===== src/rtl/seg7_scan_driver.sv =====
// Multiplexed common-anode seven-segment scan driver with per-slot blanking and tear-free loads.
// Define SEG7_SCROLL_EN to add a scrolling message window over a MSG_LEN-nibble message.
module seg7_scan_driver #(
  parameter int unsigned NUM_DIGITS    = 4,
  parameter int unsigned DIGIT_CYCLES  = 1024,
  parameter int unsigned BLANK_CYCLES  = 64,
  parameter int unsigned MSG_LEN       = 16,
  parameter int unsigned SCROLL_FRAMES = 32
) (
  input  logic                    clk,
  input  logic                    reset,
`ifdef SEG7_SCROLL_EN
  input  logic [4*MSG_LEN-1:0]    data_in,
`else
  input  logic [4*NUM_DIGITS-1:0] data_in,
`endif
  input  logic [NUM_DIGITS-1:0]   dp_in,
  input  logic                    load,
  output logic                    load_ack,
  output logic                    frame_start,
  output logic [NUM_DIGITS-1:0]   an,
  output logic [6:0]              seg,
  output logic                    dp
);

`ifdef SEG7_SCROLL_EN
  localparam int unsigned DataW = 4 * MSG_LEN;
`else
  localparam int unsigned DataW = 4 * NUM_DIGITS;
`endif
  localparam int unsigned CntW = (DIGIT_CYCLES > 1) ? $clog2(DIGIT_CYCLES) : 1;
  localparam int unsigned IdxW = (NUM_DIGITS > 1) ? $clog2(NUM_DIGITS) : 1;
  localparam logic [CntW-1:0] SlotLast  = CntW'(DIGIT_CYCLES - 1);
  localparam logic [CntW-1:0] BlankLast = CntW'(BLANK_CYCLES - 1);
  localparam logic [IdxW-1:0] IdxLast   = IdxW'(NUM_DIGITS - 1);

  if (NUM_DIGITS < 1 || BLANK_CYCLES < 1 || BLANK_CYCLES >= DIGIT_CYCLES ||
      MSG_LEN < NUM_DIGITS || SCROLL_FRAMES < 1) begin : g_bad_params
    $error("seg7_scan_driver: invalid parameter combination");
  end

  typedef enum logic [0:0] {StBlank, StDrive} state_e;

  state_e                state_q, state_d;
  logic [CntW-1:0]       slot_cnt_q, slot_cnt_d;
  logic [IdxW-1:0]       digit_idx_q, digit_idx_d;
  logic [DataW-1:0]      disp_q, disp_d, stage_q, stage_d;
  logic [NUM_DIGITS-1:0] disp_dp_q, disp_dp_d, stage_dp_q, stage_dp_d;
  logic                  pending_q, pending_d;
  logic                  slot_wrap, boundary, applied;
  logic [3:0]            nibble;
  logic [NUM_DIGITS-1:0] an_d;
  logic [6:0]            seg_d;
  logic                  dp_d;

  function automatic logic [6:0] hex_to_seg(input logic [3:0] n);
    logic [6:0] s;
    case (n)
      4'h0:    s = 7'b0000001;
      4'h1:    s = 7'b1001111;
      4'h2:    s = 7'b0010010;
      4'h3:    s = 7'b0000110;
      4'h4:    s = 7'b1001100;
      4'h5:    s = 7'b0100100;
      4'h6:    s = 7'b0100000;
      4'h7:    s = 7'b0001111;
      4'h8:    s = 7'b0000000;
      4'h9:    s = 7'b0000100;
      4'hA:    s = 7'b0001000;
      4'hB:    s = 7'b1100000;
      4'hC:    s = 7'b0110001;
      4'hD:    s = 7'b1000010;
      4'hE:    s = 7'b0110000;
      default: s = 7'b0111000;
    endcase
    return s;
  endfunction

  assign slot_wrap = (slot_cnt_q == SlotLast);
  assign boundary  = (digit_idx_q == IdxLast) && (slot_cnt_q == '0);

  always_comb begin
    slot_cnt_d  = slot_wrap ? '0 : slot_cnt_q + 1'b1;
    digit_idx_d = digit_idx_q;
    if (slot_wrap) begin
      digit_idx_d = (digit_idx_q == '0) ? IdxLast : digit_idx_q - 1'b1;
    end
    state_d = state_q;
    unique case (state_q)
      StBlank: if (slot_cnt_q == BlankLast) state_d = StDrive;
      StDrive: if (slot_wrap) state_d = StBlank;
      default: state_d = StBlank;
    endcase
  end

  // A load on the boundary cycle bypasses staging so latency can be zero.
  always_comb begin
    disp_d     = disp_q;
    disp_dp_d  = disp_dp_q;
    stage_d    = stage_q;
    stage_dp_d = stage_dp_q;
    pending_d  = pending_q;
    applied    = 1'b0;
    if (boundary) begin
      pending_d = 1'b0;
      if (load) begin
        disp_d    = data_in;
        disp_dp_d = dp_in;
        applied   = 1'b1;
      end else if (pending_q) begin
        disp_d    = stage_q;
        disp_dp_d = stage_dp_q;
        applied   = 1'b1;
      end
    end else if (load) begin
      stage_d    = data_in;
      stage_dp_d = dp_in;
      pending_d  = 1'b1;
    end
  end

`ifdef SEG7_SCROLL_EN
  localparam int unsigned OffW = (MSG_LEN > 1) ? $clog2(MSG_LEN) : 1;
  localparam int unsigned FcW  = (SCROLL_FRAMES > 1) ? $clog2(SCROLL_FRAMES) : 1;

  logic [OffW-1:0] offset_q, offset_d;
  logic [FcW-1:0]  frame_cnt_q, frame_cnt_d;
  int unsigned     char_idx;

  always_comb begin
    offset_d    = offset_q;
    frame_cnt_d = frame_cnt_q;
    if (applied) begin
      offset_d    = '0;
      frame_cnt_d = '0;
    end else if (boundary) begin
      if (frame_cnt_q == FcW'(SCROLL_FRAMES - 1)) begin
        frame_cnt_d = '0;
        offset_d    = (offset_q == OffW'(MSG_LEN - 1)) ? '0 : offset_q + 1'b1;
      end else begin
        frame_cnt_d = frame_cnt_q + 1'b1;
      end
    end
  end

  // Position k (0 = leftmost) shows message char (offset + k) mod MSG_LEN.
  always_comb begin
    char_idx = 32'(offset_q) + NUM_DIGITS - 32'd1 - 32'(digit_idx_q);
    if (char_idx >= MSG_LEN) char_idx = char_idx - MSG_LEN;
    nibble = disp_q[4*(MSG_LEN-1-char_idx) +: 4];
  end

  always_ff @(posedge clk) begin
    if (reset) begin
      offset_q    <= '0;
      frame_cnt_q <= '0;
    end else begin
      offset_q    <= offset_d;
      frame_cnt_q <= frame_cnt_d;
    end
  end
`else
  always_comb begin
    nibble = disp_q[4*digit_idx_q +: 4];
  end
`endif

  always_comb begin
    an_d  = '1;
    seg_d = 7'h7F;
    dp_d  = 1'b1;
    if (state_q == StDrive) begin
      an_d[digit_idx_q] = 1'b0;
      seg_d             = hex_to_seg(nibble);
      dp_d              = ~disp_dp_q[digit_idx_q];
    end
  end

  always_ff @(posedge clk) begin
    if (reset) begin
      state_q     <= StBlank;
      slot_cnt_q  <= '0;
      digit_idx_q <= IdxLast;
      disp_q      <= '0;
      disp_dp_q   <= '0;
      stage_q     <= '0;
      stage_dp_q  <= '0;
      pending_q   <= 1'b0;
      an          <= '1;
      seg         <= 7'h7F;
      dp          <= 1'b1;
      frame_start <= 1'b0;
      load_ack    <= 1'b0;
    end else begin
      state_q     <= state_d;
      slot_cnt_q  <= slot_cnt_d;
      digit_idx_q <= digit_idx_d;
      disp_q      <= disp_d;
      disp_dp_q   <= disp_dp_d;
      stage_q     <= stage_d;
      stage_dp_q  <= stage_dp_d;
      pending_q   <= pending_d;
      an          <= an_d;
      seg         <= seg_d;
      dp          <= dp_d;
      frame_start <= boundary;
      load_ack    <= applied;
    end
  end

endmodule

===== config.mk =====
export PLATFORM = sky130hd
export DESIGN_NAME = seg7_scan_driver
export DESIGN_NICKNAME = d
export VERILOG_FILES = /design/src/rtl/seg7_scan_driver.sv
export SDC_FILE = /design/constraint.sdc
export NUM_CORES = 1
export LEC_CHECK = 0
export CORE_MARGIN = 5
export CORE_UTILIZATION = 40
export CTS_CLUSTER_DIAMETER = 120
export CTS_CLUSTER_SIZE = 12
export DETAILED_ROUTE_END_ITERATION = 10
export PLACE_DENSITY = 0.61
export SYNTH_ARGS = -nofsm -noshare
export SYNTH_HDL_FRONTEND = slang
export SYNTH_SLANG_ARGS = --single-unit

===== constraint.sdc =====
create_clock -name clk -period 3.8 [get_ports clk]
set_input_delay 1.14 -clock clk [delete_from_list [all_inputs] [get_ports clk]]
set_output_delay 1.14 -clock clk [all_outputs]
set_load 0.05 [all_outputs]

==> results of run 1 <==
[stage by stage]
step / util (%) / std cells / setup slack (ps)
4_1_cts: 47.5 / 452 / 1180
3_3_place_gp: 45.5 / 438 / 1420
6_report: 47.5 / 452 / 1200
3_5_place_dp: 45.5 / 438 / 1360
2_1_floorplan: - / 321 / 1540
5_1_grt: 47.5 / 452 / 1140
[cell usage in the layout (no fill, tap or decap), types with 2 or more instances in the layout]
cell type,n
sky130_fd_sc_hd__a21oi_1,25
sky130_fd_sc_hd__inv_1,8
sky130_fd_sc_hd__xor2_1,6
sky130_fd_sc_hd__dfxtp_1,68
sky130_fd_sc_hd__nor2_1,39
sky130_fd_sc_hd__clkdlybuf4s50_1,34
sky130_fd_sc_hd__mux4_2,5
sky130_fd_sc_hd__ha_1,12
sky130_fd_sc_hd__o221ai_1,2
sky130_fd_sc_hd__clkinv_2,3
sky130_fd_sc_hd__nand2_1,31
sky130_fd_sc_hd__and4_1,2
sky130_fd_sc_hd__nand4_1,2
sky130_fd_sc_hd__buf_4,4
sky130_fd_sc_hd__xnor2_1,3
sky130_fd_sc_hd__nand2b_1,6
sky130_fd_sc_hd__buf_2,2
sky130_fd_sc_hd__mux2i_1,22
sky130_fd_sc_hd__clkbuf_8,10
sky130_fd_sc_hd__a211oi_2,20
sky130_fd_sc_hd__nand3_1,23
sky130_fd_sc_hd__nor2b_1,2
sky130_fd_sc_hd__a31oi_1,3
sky130_fd_sc_hd__o21ai_0,3
[worst reg2reg max path: stages (launching register included)]
cell                       delay, ps
sky130_fd_sc_hd__dfxtp_1         630
sky130_fd_sc_hd__ha_1            280
sky130_fd_sc_hd__nand2b_1        140
sky130_fd_sc_hd__or3_1           720
sky130_fd_sc_hd__nand3_1         230
sky130_fd_sc_hd__a21oi_1          80
[metal layers]
metal / up-vias / GRT usage, %
li1: 1171 / -
met1: 1026 / 18.3
met2: 29 / 19.5
met3: 7 / 4.86
met4: 0 / 4.47
met5: - / 0
[flip-flops by register name (all words and copies together), names as in the netlist, 2 cells and up]
register     flops
stage_q         16
disp_dp_q        4
disp_q          16
stage_dp_q       4
seg              7
digit_idx_q      2
slot_cnt_q      10
an               4
[cell families after synthesis]
family	after synthesis	share of synthesized area, %
simple gates	114	17.4
flops	68	43.9
compound gates	57	14.8
buf+inv	33	5.41
mux	28	11.1
fa+ha+maj	12	4.84
xor+xnor	9	2.54
[path summary, 6_finish.rpt]
kind | slack (ps) | cells after the start | from | to
hold / removal | 450 | 2 | stage_dp_q[0]$_SDFFE_PP0P_ | stage_dp_q[0]$_SDFFE_PP0P_
setup reg to reg | 1590 | 5 | digit_idx_q[0]$_SDFFE_PP1N_ | stage_q[14]$_SDFFE_PP0P_
setup / recovery | 1200 | 1 | load_ack$_SDFF_PP0_ | load_ack
hold reg to reg | 450 | 2 | stage_dp_q[0]$_SDFFE_PP0P_ | stage_dp_q[0]$_SDFFE_PP0P_
[area by class of cell]
cell class / count / area, sq um
repair buffers: 40 / 380
multi-input cells: 220 / 1580
flip-flops and latches: 68 / 1360
fillers: 748 / 4010
clock buffers: 11 / 141
clock inverters: 3 / 15.0
inverters: 8 / 30.0
well taps: 102 / 128
[power by group]
group | switching [mW] | internal (mW)
Sequential | 0.0232 | 0.759
Clock | 0.245 | 0.244
Combinational | 0.152 | 0.110
==> impl_metrics.xml, run 1 <==
<?xml version="1.0" encoding="UTF-8"?>
<metrics>
  <group name="status">
    <metric name="run_status" unit="">complete, no violations</metric>
  </group>
  <group name="setup_path">
    <metric name="cp_cell_sequence" unit="">clkdlybuf4s50_1</metric>
    <metric name="critical-path-top-delay-family" unit="">buffers and inverters</metric>
    <metric name="setup.worst_path.end_class" unit="">output port</metric>
    <metric name="critical_path.n_buffers_inverters" unit="">1</metric>
    <metric name="timing.setup.critical_path_class" unit="">reg2out</metric>
    <metric name="cp_data_arrival_time" unit="ps">1460</metric>
    <metric name="critical_path.startpoint_type" unit="">register</metric>
    <metric name="cpMaxStageDelayCell" unit="">sky130_fd_sc_hd__clkdlybuf4s50_1</metric>
    <metric name="cp_data_required_time" unit="ps">2660</metric>
    <metric name="cp_slowest_stage_delay" unit="ps">800</metric>
    <metric name="cp_max_fo" unit="">1</metric>
  </group>
  <group name="route">
    <metric name="met1Wirelength" unit="microns">3000</metric>
    <metric name="drcViolationCount" unit="">0</metric>
    <metric name="wl_met2" unit="microns">2570</metric>
    <metric name="drt_pre_antenna_iters" unit="">4</metric>
    <metric name="routed_via_density" unit="">4.94</metric>
    <metric name="routed_wirelength" unit="microns">5900</metric>
    <metric name="via_count" unit="">2233</metric>
    <metric name="route.antenna.remaining_nets" unit="">0</metric>
    <metric name="met3_wirelength" unit="microns">241</metric>
    <metric name="wire_per_inst" unit="microns">13.0</metric>
    <metric name="top_layer" unit="">met4</metric>
    <metric name="detailed_route_iter0_violations" unit="">92</metric>
  </group>
  <group name="timing">
    <metric name="maximum_clock_frequency" unit="MHz">385</metric>
    <metric name="fin_worst_skew" unit="ps">8.06</metric>
    <metric name="setup_repair_after_global_routing_missed_its_margin" unit="">no</metric>
    <metric name="timing_max_transition_violations_final" unit="">0</metric>
    <metric name="timing.final.hold_violations" unit="">0</metric>
    <metric name="period_needed" unit="ps">2600</metric>
    <metric name="setup-violations-final" unit="">0</metric>
    <metric name="fin_worst_hold_slack" unit="ps">454</metric>
    <metric name="setup-tns-final" unit="ps">0</metric>
    <metric name="maxSlewHeadroom" unit="%">45.2</metric>
    <metric name="worstMarginPinSlew" unit="ps">821</metric>
    <metric name="timing.final.crit_share" unit="%">68.4</metric>
  </group>
  <group name="logic_synthesis">
    <metric name="synth_net_count" unit="">356</metric>
    <metric name="synth_cell_types" unit="">38</metric>
    <metric name="synth_warnings" unit="">0</metric>
    <metric name="synth-seq-area-share" unit="%">43.9</metric>
    <metric name="yosysMostFrequentCell" unit="">sky130_fd_sc_hd__dfxtp_1</metric>
    <metric name="netlist_area" unit="sq um">3100</metric>
    <metric name="synth.avg_cell_area" unit="sq um">9.66</metric>
    <metric name="postSynth.asyncResetShare" unit="%">0</metric>
    <metric name="post-synth-top-area-cell" unit="">sky130_fd_sc_hd__dfxtp_1</metric>
    <metric name="netlist.area_leader.share" unit="%">43.9</metric>
    <metric name="ys_top_cells_by_area" unit="">sky130_fd_sc_hd__dfxtp_1 44%, sky130_fd_sc_hd__a211oi_2 8.1%, sky130_fd_sc_hd__mux2i_1 7.1%, sky130_fd_sc_hd__ha_1 4.8%, sky130_fd_sc_hd__nor2_1 4.7%</metric>
    <metric name="post_synth_most_frequent_cells" unit="">68 x sky130_fd_sc_hd__dfxtp_1, 39 x sky130_fd_sc_hd__nor2_1, 31 x sky130_fd_sc_hd__nand2_1</metric>
    <metric name="number_of_flops_mapped_to_enable_cells_by_yosys" unit="">0</metric>
    <metric name="synth-main-ff-cell" unit="">sky130_fd_sc_hd__dfxtp_1</metric>
    <metric name="ys_ff_latch" unit="">68</metric>
    <metric name="netlist_instances" unit="">321</metric>
  </group>
  <group name="power_and_ir_drop">
    <metric name="max_rail_drop_vdd" unit="V">0.000263</metric>
    <metric name="report.power.total" unit="mW">1.53</metric>
    <metric name="static-leakage-power" unit="nW">1.39</metric>
    <metric name="total_power_divided_by_cell_area" unit="nW/um^2">422</metric>
  </group>
  <group name="die">
    <metric name="die_footprint" unit="sq um">9620</metric>
    <metric name="floorplan.initialDensity" unit="%">40.6</metric>
    <metric name="floorplan.die.width" unit="microns">98.1</metric>
    <metric name="design.core.area" unit="sq um">7650</metric>
    <metric name="die_height" unit="microns">98.1</metric>
    <metric name="core.rowCount" unit="">32</metric>
    <metric name="ioPinCount" unit="">37</metric>
  </group>
  <group name="clock_network">
    <metric name="clock_tree.root_cell" unit="">sky130_fd_sc_hd__clkbuf_8</metric>
    <metric name="cts_tree" unit="">yes</metric>
    <metric name="clock_tree.htree_level_count" unit="">3</metric>
    <metric name="clockBufferDepth" unit="">2</metric>
    <metric name="sinks_on_clock_net" unit="">68</metric>
    <metric name="hold_buffers" unit="">0</metric>
    <metric name="clk-insertion-delay-late" unit="ps">340</metric>
    <metric name="cts_bufs_inserted" unit="">9</metric>
    <metric name="cts.clk_slew.worst_paths" unit="ps">70</metric>
    <metric name="cts_resized" unit="">0</metric>
    <metric name="cts_setup_buffers" unit="">0</metric>
  </group>
  <group name="grt">
    <metric name="grt_usage" unit="%">13.3</metric>
    <metric name="grt_max_degree" unit="">49</metric>
    <metric name="grt_overflow" unit="">0</metric>
    <metric name="first_global_vias" unit="">2169</metric>
    <metric name="grt_antenna_before_repair" unit="">0</metric>
    <metric name="grt_pass1_wl" unit="microns">10400</metric>
  </group>
  <group name="hold_path">
    <metric name="holdCritPathClass" unit="">reg2reg</metric>
  </group>
  <group name="final_layout">
    <metric name="final_net_count" unit="">382</metric>
    <metric name="diodes" unit="">0</metric>
    <metric name="layout-drive-gt1-share" unit="%">13.7</metric>
    <metric name="postLayoutCellArea" unit="sq um">3630</metric>
    <metric name="areaGrowthSynthToFinish" unit="%">17.1</metric>
  </group>
  <group name="job">
    <metric name="drv_cap" unit="">0</metric>
  </group>
  <group name="place">
    <metric name="detailed_place_hpwl" unit="microns">3980</metric>
    <metric name="gpl.final_weighted_congestion" unit="">0.761</metric>
    <metric name="placed_area" unit="sq um">3480</metric>
    <metric name="io_buffers" unit="">36</metric>
  </group>
</metrics>
(Power assumes the default switching activity.)
==> run 2, diff against run 1 <==
PLACE_DENSITY = 0.64   (was 0.61)
clock period = 2.2 ns   (was 3.8 ns; I/O delays follow)
==> impl_metrics.xml, run 2 (synthesized netlist as in run 1, its figures left out) <==
<?xml version="1.0" encoding="UTF-8"?>
<metrics>
  <group name="power_and_ir_drop">
    <metric name="power.share.sequential" unit="%">43.7</metric>
    <metric name="total_power_divided_by_cell_area" unit="nW/um^2">818</metric>
    <metric name="cellInternalPower" unit="mW">2.30</metric>
    <metric name="switching_component_of_the_power" unit="mW">0.796</metric>
    <metric name="pwr-share-comb" unit="%">15.4</metric>
    <metric name="clock_power_share" unit="%">40.9</metric>
    <metric name="max_rail_drop_vdd" unit="V">0.000341</metric>
    <metric name="netSwitchingFraction" unit="%">25.7</metric>
    <metric name="static-leakage-power" unit="nW">1.46</metric>
    <metric name="report.power.total" unit="mW">3.10</metric>
  </group>
  <group name="status">
    <metric name="run_status" unit="">complete, no violations</metric>
  </group>
  <group name="final_layout">
    <metric name="areaGrowthSynthToFinish" unit="%">22.1</metric>
    <metric name="top_regs" unit="">disp_q x16, stage_q x16, slot_cnt_q x10</metric>
    <metric name="layout-drive-gt1-share" unit="%">15.5</metric>
    <metric name="diodes" unit="">0</metric>
    <metric name="num-fill-cells" unit="">719</metric>
    <metric name="layout.cells.most_common" unit="">sky130_fd_sc_hd__dfxtp_1</metric>
    <metric name="final_net_count" unit="">385</metric>
    <metric name="commonest_cells_after_routing_fill_and_taps_aside" unit="">67 x sky130_fd_sc_hd__dfxtp_1, 39 x sky130_fd_sc_hd__nor2_1, 34 x sky130_fd_sc_hd__clkdlybuf4s50_1, 31 x sky130_fd_sc_hd__nand2_1, 25 x sky130_fd_sc_hd__a21oi_1</metric>
  </group>
  <group name="clock_network">
    <metric name="sinks_on_clock_net" unit="">68</metric>
    <metric name="cts.clk_slew.worst_paths" unit="ps">80</metric>
    <metric name="cts_tree" unit="">yes</metric>
    <metric name="cts_bufs_inserted" unit="">9</metric>
    <metric name="clock_tree.htree_level_count" unit="">3</metric>
    <metric name="clockBufferDepth" unit="">2</metric>
    <metric name="clk-insertion-delay-late" unit="ps">350</metric>
    <metric name="clock_tree.root_cell" unit="">sky130_fd_sc_hd__clkbuf_8</metric>
    <metric name="hold_buffers" unit="">0</metric>
  </group>
  <group name="route">
    <metric name="route.antenna.remaining_nets" unit="">0</metric>
    <metric name="routed_wirelength" unit="microns">6150</metric>
    <metric name="detailed_route_iter0_violations" unit="">81</metric>
    <metric name="via_count" unit="">2268</metric>
    <metric name="drt_pre_antenna_iters" unit="">4</metric>
    <metric name="drcViolationCount" unit="">0</metric>
    <metric name="wire_per_inst" unit="microns">13.5</metric>
    <metric name="routed_via_density" unit="">4.96</metric>
  </group>
  <group name="setup_path">
    <metric name="cp_slowest_stage_delay" unit="ps">800</metric>
    <metric name="cpMaxStageDelayCell" unit="">sky130_fd_sc_hd__clkdlybuf4s50_1</metric>
    <metric name="critical_path.startpoint_type" unit="">register</metric>
    <metric name="timing.setup.critical_path_class" unit="">reg2out</metric>
    <metric name="critical-path-top-delay-family" unit="">buffers and inverters</metric>
    <metric name="cp_data_arrival_time" unit="ps">1450</metric>
    <metric name="setup.worst_path.end_class" unit="">output port</metric>
    <metric name="cp_data_required_time" unit="ps">1540</metric>
    <metric name="critical_path.n_buffers_inverters" unit="">1</metric>
    <metric name="cp_cell_sequence" unit="">clkdlybuf4s50_1</metric>
    <metric name="cp_max_fo" unit="">1</metric>
  </group>
  <group name="timing">
    <metric name="maxSlewHeadroom" unit="%">57.7</metric>
    <metric name="timing_max_transition_violations_final" unit="">0</metric>
    <metric name="setup-tns-final" unit="ps">0</metric>
    <metric name="maximum_clock_frequency" unit="MHz">474</metric>
    <metric name="setup_repair_after_global_routing_missed_its_margin" unit="">no</metric>
    <metric name="fin_worst_hold_slack" unit="ps">455</metric>
    <metric name="period_needed" unit="ps">2110</metric>
    <metric name="worstMarginPinSlew" unit="ps">633</metric>
    <metric name="timing.final.hold_violations" unit="">0</metric>
    <metric name="setup-violations-final" unit="">0</metric>
    <metric name="fin_worst_skew" unit="ps">15.9</metric>
    <metric name="timing.final.crit_share" unit="%">95.9</metric>
  </group>
  <group name="grt">
    <metric name="grt_usage" unit="%">13.2</metric>
    <metric name="first_global_vias" unit="">2233</metric>
    <metric name="grt_max_degree" unit="">42</metric>
    <metric name="grt_overflow" unit="">0</metric>
    <metric name="grt_pass1_wl" unit="microns">10500</metric>
    <metric name="grt_antenna_before_repair" unit="">0</metric>
  </group>
  <group name="hold_path">
    <metric name="holdCritPathClass" unit="">reg2reg</metric>
  </group>
  <group name="job">
    <metric name="drv_cap" unit="">0</metric>
  </group>
  <group name="die">
    <metric name="design.core.area" unit="sq um">7650</metric>
    <metric name="die_height" unit="microns">98.1</metric>
    <metric name="floorplan.initialDensity" unit="%">40.6</metric>
    <metric name="core.rowCount" unit="">32</metric>
    <metric name="die_footprint" unit="sq um">9620</metric>
    <metric name="ioPinCount" unit="">37</metric>
    <metric name="floorplan.die.width" unit="microns">98.1</metric>
  </group>
  <group name="place">
    <metric name="io_buffers" unit="">36</metric>
    <metric name="detailed_place_hpwl" unit="microns">4170</metric>
    <metric name="gpl.final_weighted_congestion" unit="">0.786</metric>
  </group>
</metrics>
[run 2: path summary, 6_finish.rpt]
kind                            depth (start not counted)                         end  slack (ps)                startpoint
worst max-delay path                                    1                 frame_start          90    frame_start$_SDFF_PP0_
worst min-delay path                                    2     stage_q[7]$_SDFFE_PP0P_         450   stage_q[7]$_SDFFE_PP0P_
worst max register to register                          7  stage_dp_q[1]$_SDFFE_PP0P_         210  slot_cnt_q[0]$_SDFF_PP0_
worst min register to register                          2     stage_q[7]$_SDFFE_PP0P_         450   stage_q[7]$_SDFFE_PP0P_
[run 2: through the flow]
| stage | cell area (sq um) | std cells | setup WS (ps) | util, % |
|---|---|---|---|---|
| after floorplan | 3100 | 321 | 208 | - |
| after global placement | 3540 | 441 | 231 | 46.3 |
| after detailed placement | 3540 | 441 | 134 | 46.3 |
| after CTS | 3790 | 457 | 55.1 | 49.5 |
| after global routing | 3790 | 457 | 27.3 | 49.5 |
| final | 3790 | 457 | 90.2 | 49.5 |
[run 2: cell type report]
class | count | area [sq um] | share of cell area [%]
Inverter | 8 | 30.0 | 0.793
Clock buffer | 10 | 138 | 3.63
Sequential cell | 68 | 1360 | 36.0
Clock inverter | 6 | 111 | 2.94
Timing Repair Buffer | 43 | 440 | 11.6
Tap cell | 102 | 128 | 3.37
Multi-Input combinational cell | 220 | 1580 | 41.7
[run 2: power groups by stage]
stage	sequential, mW	combinational (mW)	clock (mW)
2_1_floorplan	1.38	0.359	0
3_3_place_gp	1.38	0.469	0
3_5_place_dp	1.38	0.480	0
4_1_cts	1.35	0.484	1.30
5_1_grt	1.36	0.531	1.36
6_report	1.35	0.478	1.27
[run 2: worst reg2reg max path, cell delays in order (launching register included)]
cell and delay, ps:
sky130_fd_sc_hd__dfxtp_1 350, sky130_fd_sc_hd__inv_1 70, sky130_fd_sc_hd__ha_1 130, sky130_fd_sc_hd__or4b_1 550, sky130_fd_sc_hd__or3_1 370, sky130_fd_sc_hd__buf_4 220
sky130_fd_sc_hd__nand3_1 130, sky130_fd_sc_hd__a21oi_1 60
[run 2: metal layers]
metal | vias up | share of wire [%] | global-route usage (%)
met5 | - | 0 | 0
met4 | 0 | 0.99 | 4.05
met3 | 9 | 3.9 | 4.36
met2 | 37 | 45 | 21.1
met1 | 1047 | 50 | 17.0
li1 | 1175 | - | -
[run 2: timing repair]
action                                  4_1_cts  5_1_grt
endpoints found under the setup margin        0        1
resized for setup                             0        2
setup buffers                                 0        0
==> run 3, diff against run 2 <==
PLACE_DENSITY = 0.61   (was 0.64)
clock period = 2.5 ns   (was 2.2 ns; I/O delays follow)
==> impl_metrics.xml, run 3 (synthesized netlist as in run 1, its figures left out) <==
<?xml version="1.0" encoding="UTF-8"?>
<metrics>
  <group name="die">
    <metric name="die_footprint" unit="sq um">9620</metric>
    <metric name="floorplan.initialDensity" unit="%">40.6</metric>
    <metric name="core.rowCount" unit="">32</metric>
    <metric name="die_height" unit="microns">98.1</metric>
    <metric name="floorplan.die.width" unit="microns">98.1</metric>
    <metric name="design.core.area" unit="sq um">7650</metric>
    <metric name="ioPinCount" unit="">37</metric>
  </group>
  <group name="grt">
    <metric name="grt_overflow" unit="">0</metric>
    <metric name="grt_max_degree" unit="">42</metric>
    <metric name="grt_pass1_wl" unit="microns">10400</metric>
    <metric name="first_global_vias" unit="">2207</metric>
    <metric name="grt_usage" unit="%">13.4</metric>
    <metric name="grt_antenna_before_repair" unit="">0</metric>
  </group>
  <group name="final_layout">
    <metric name="layout-drive-gt1-share" unit="%">15.4</metric>
    <metric name="final_net_count" unit="">387</metric>
    <metric name="diodes" unit="">0</metric>
    <metric name="layout.cells.most_common" unit="">sky130_fd_sc_hd__dfxtp_1</metric>
    <metric name="commonest_cells_after_routing_fill_and_taps_aside" unit="">68 x sky130_fd_sc_hd__dfxtp_1, 39 x sky130_fd_sc_hd__nor2_1, 34 x sky130_fd_sc_hd__clkdlybuf4s50_1, 31 x sky130_fd_sc_hd__nand2_1, 25 x sky130_fd_sc_hd__a21oi_1</metric>
    <metric name="final-seq-area" unit="sq um">1360</metric>
    <metric name="top_regs" unit="">disp_q x16, stage_q x16, slot_cnt_q x10</metric>
    <metric name="areaGrowthSynthToFinish" unit="%">21.7</metric>
    <metric name="multiInputGateArea" unit="sq um">1580</metric>
    <metric name="num-fill-cells" unit="">722</metric>
    <metric name="postLayoutCellArea" unit="sq um">3780</metric>
  </group>
  <group name="setup_path">
    <metric name="crit-reg2reg-capture" unit="">seg[6]$_SDFF_PP1_</metric>
    <metric name="ff2ff_path_depth" unit="">5</metric>
    <metric name="critical_path.n_buffers_inverters" unit="">1</metric>
    <metric name="cp_data_arrival_time" unit="ps">1450</metric>
    <metric name="reg2reg_setup_slack" unit="ps">360</metric>
    <metric name="cp_cell_sequence" unit="">clkdlybuf4s50_1</metric>
    <metric name="cp_data_required_time" unit="ps">1750</metric>
    <metric name="critical-path-top-delay-family" unit="">buffers and inverters</metric>
    <metric name="timing.setup.critical_path_class" unit="">reg2out</metric>
    <metric name="cpMaxStageDelayCell" unit="">sky130_fd_sc_hd__clkdlybuf4s50_1</metric>
    <metric name="setup.worst_path.end_class" unit="">output port</metric>
    <metric name="critical_path.startpoint_type" unit="">register</metric>
    <metric name="cp_slowest_stage_delay" unit="ps">800</metric>
    <metric name="cp_max_fo" unit="">1</metric>
    <metric name="r2r_start" unit="">digit_idx_q[0]$_SDFFE_PP1N_</metric>
  </group>
  <group name="power_and_ir_drop">
    <metric name="report.power.total" unit="mW">2.64</metric>
    <metric name="total_power_divided_by_cell_area" unit="nW/um^2">700</metric>
    <metric name="max_rail_drop_vdd" unit="V">0.000325</metric>
    <metric name="static-leakage-power" unit="nW">1.46</metric>
  </group>
  <group name="route">
    <metric name="routed_wirelength" unit="microns">6180</metric>
    <metric name="detailed_route_iter0_violations" unit="">63</metric>
    <metric name="drcViolationCount" unit="">0</metric>
    <metric name="route.antenna.remaining_nets" unit="">0</metric>
    <metric name="drt_pre_antenna_iters" unit="">4</metric>
    <metric name="wire_per_inst" unit="microns">13.5</metric>
    <metric name="routed_via_density" unit="">4.94</metric>
    <metric name="via_count" unit="">2268</metric>
  </group>
  <group name="hold_path">
    <metric name="holdCritPathClass" unit="">reg2reg</metric>
    <metric name="hold-path-cell-count" unit="">2</metric>
    <metric name="min_to" unit="">stage_q[12]$_SDFFE_PP0P_</metric>
    <metric name="min_from" unit="">stage_q[12]$_SDFFE_PP0P_</metric>
  </group>
  <group name="clock_network">
    <metric name="clk-insertion-delay-late" unit="ps">340</metric>
    <metric name="clock_tree.root_cell" unit="">sky130_fd_sc_hd__clkbuf_8</metric>
    <metric name="cts_bufs_inserted" unit="">9</metric>
    <metric name="sinks_on_clock_net" unit="">68</metric>
    <metric name="cts_resized" unit="">0</metric>
    <metric name="cts.clk_slew.worst_paths" unit="ps">70</metric>
    <metric name="cts_setup_buffers" unit="">0</metric>
    <metric name="cts_tree" unit="">yes</metric>
    <metric name="hold_buffers" unit="">0</metric>
    <metric name="clockBufferDepth" unit="">2</metric>
    <metric name="clock_tree.htree_level_count" unit="">3</metric>
  </group>
  <group name="place">
    <metric name="placed_area" unit="sq um">3540</metric>
    <metric name="io_buffers" unit="">36</metric>
    <metric name="detailed_place_hpwl" unit="microns">4230</metric>
    <metric name="gpl.final_weighted_congestion" unit="">0.717</metric>
  </group>
  <group name="timing">
    <metric name="maxSlewHeadroom" unit="%">66.4</metric>
    <metric name="setup-tns-final" unit="ps">0</metric>
    <metric name="fin_worst_hold_slack" unit="ps">454</metric>
    <metric name="maximum_clock_frequency" unit="MHz">454</metric>
    <metric name="worstMarginPinSlew" unit="ps">503</metric>
    <metric name="timing.final.crit_share" unit="%">88.1</metric>
    <metric name="period_needed" unit="ps">2200</metric>
    <metric name="setup_repair_after_global_routing_missed_its_margin" unit="">no</metric>
    <metric name="timing.final.hold_violations" unit="">0</metric>
    <metric name="fin_worst_skew" unit="ps">5.80</metric>
    <metric name="timing_max_transition_violations_final" unit="">0</metric>
    <metric name="setup-violations-final" unit="">0</metric>
  </group>
  <group name="status">
    <metric name="run_status" unit="">complete, no violations</metric>
  </group>
  <group name="job">
    <metric name="drv_cap" unit="">0</metric>
  </group>
</metrics>
-- run 3: where the power goes --
part	total [mW]	switching, mW	leakage (nW)	internal [mW]
clock network	1.04	0.395	0.116	0.644
logic	0.413	0.234	0.783	0.179
registers	1.19	0.0385	0.556	1.15
total	2.64	0.668	1.46	1.98
-- run 3: stage by stage --
step | std cells | util [%] | worst slack, ps
detailed placement | 443 | 46.3 | 361
finish | 459 | 49.4 | 298
global route | 459 | 49.4 | 175
global placement | 443 | 46.3 | 384
floorplan | 321 | - | 508
CTS | 459 | 49.4 | 269
-- run 3: worst max path at each step --
stage,startpoint,end,slack (ps),cells after the start
5_1_grt,digit_idx_q[0]$_SDFFE_PP1N_,seg[3]$_SDFF_PP1_,180,5
2_1_floorplan,digit_idx_q[0]$_SDFFE_PP1N_,seg[6]$_SDFF_PP1_,510,6
3_5_place_dp,digit_idx_q[0]$_SDFFE_PP1N_,seg[6]$_SDFF_PP1_,360,5
6_report,frame_start$_SDFF_PP0_,frame_start,300,1
3_3_place_gp,digit_idx_q[0]$_SDFFE_PP1N_,seg[6]$_SDFF_PP1_,380,5
4_1_cts,frame_start$_SDFF_PP0_,frame_start,270,1
-- run 3: layer usage --
layer  routed length (microns)  GRT usage (%)
met1                      3020           17.5
met5                         0              0
met4                       115           4.79
met3                       306           5.00
met2                      2740           20.2
-- run 3: layout make-up --
| cell class | instances | area share (%) |
|---|---|---|
| clock buffers | 13 | 4.47 |
| well taps | 102 | 3.38 |
| clock inverters | 3 | 1.79 |
| multi-input cells | 220 | 41.8 |
| flip-flops and latches | 68 | 36.1 |
| inverters | 8 | 0.795 |
| repair buffers | 45 | 11.7 |
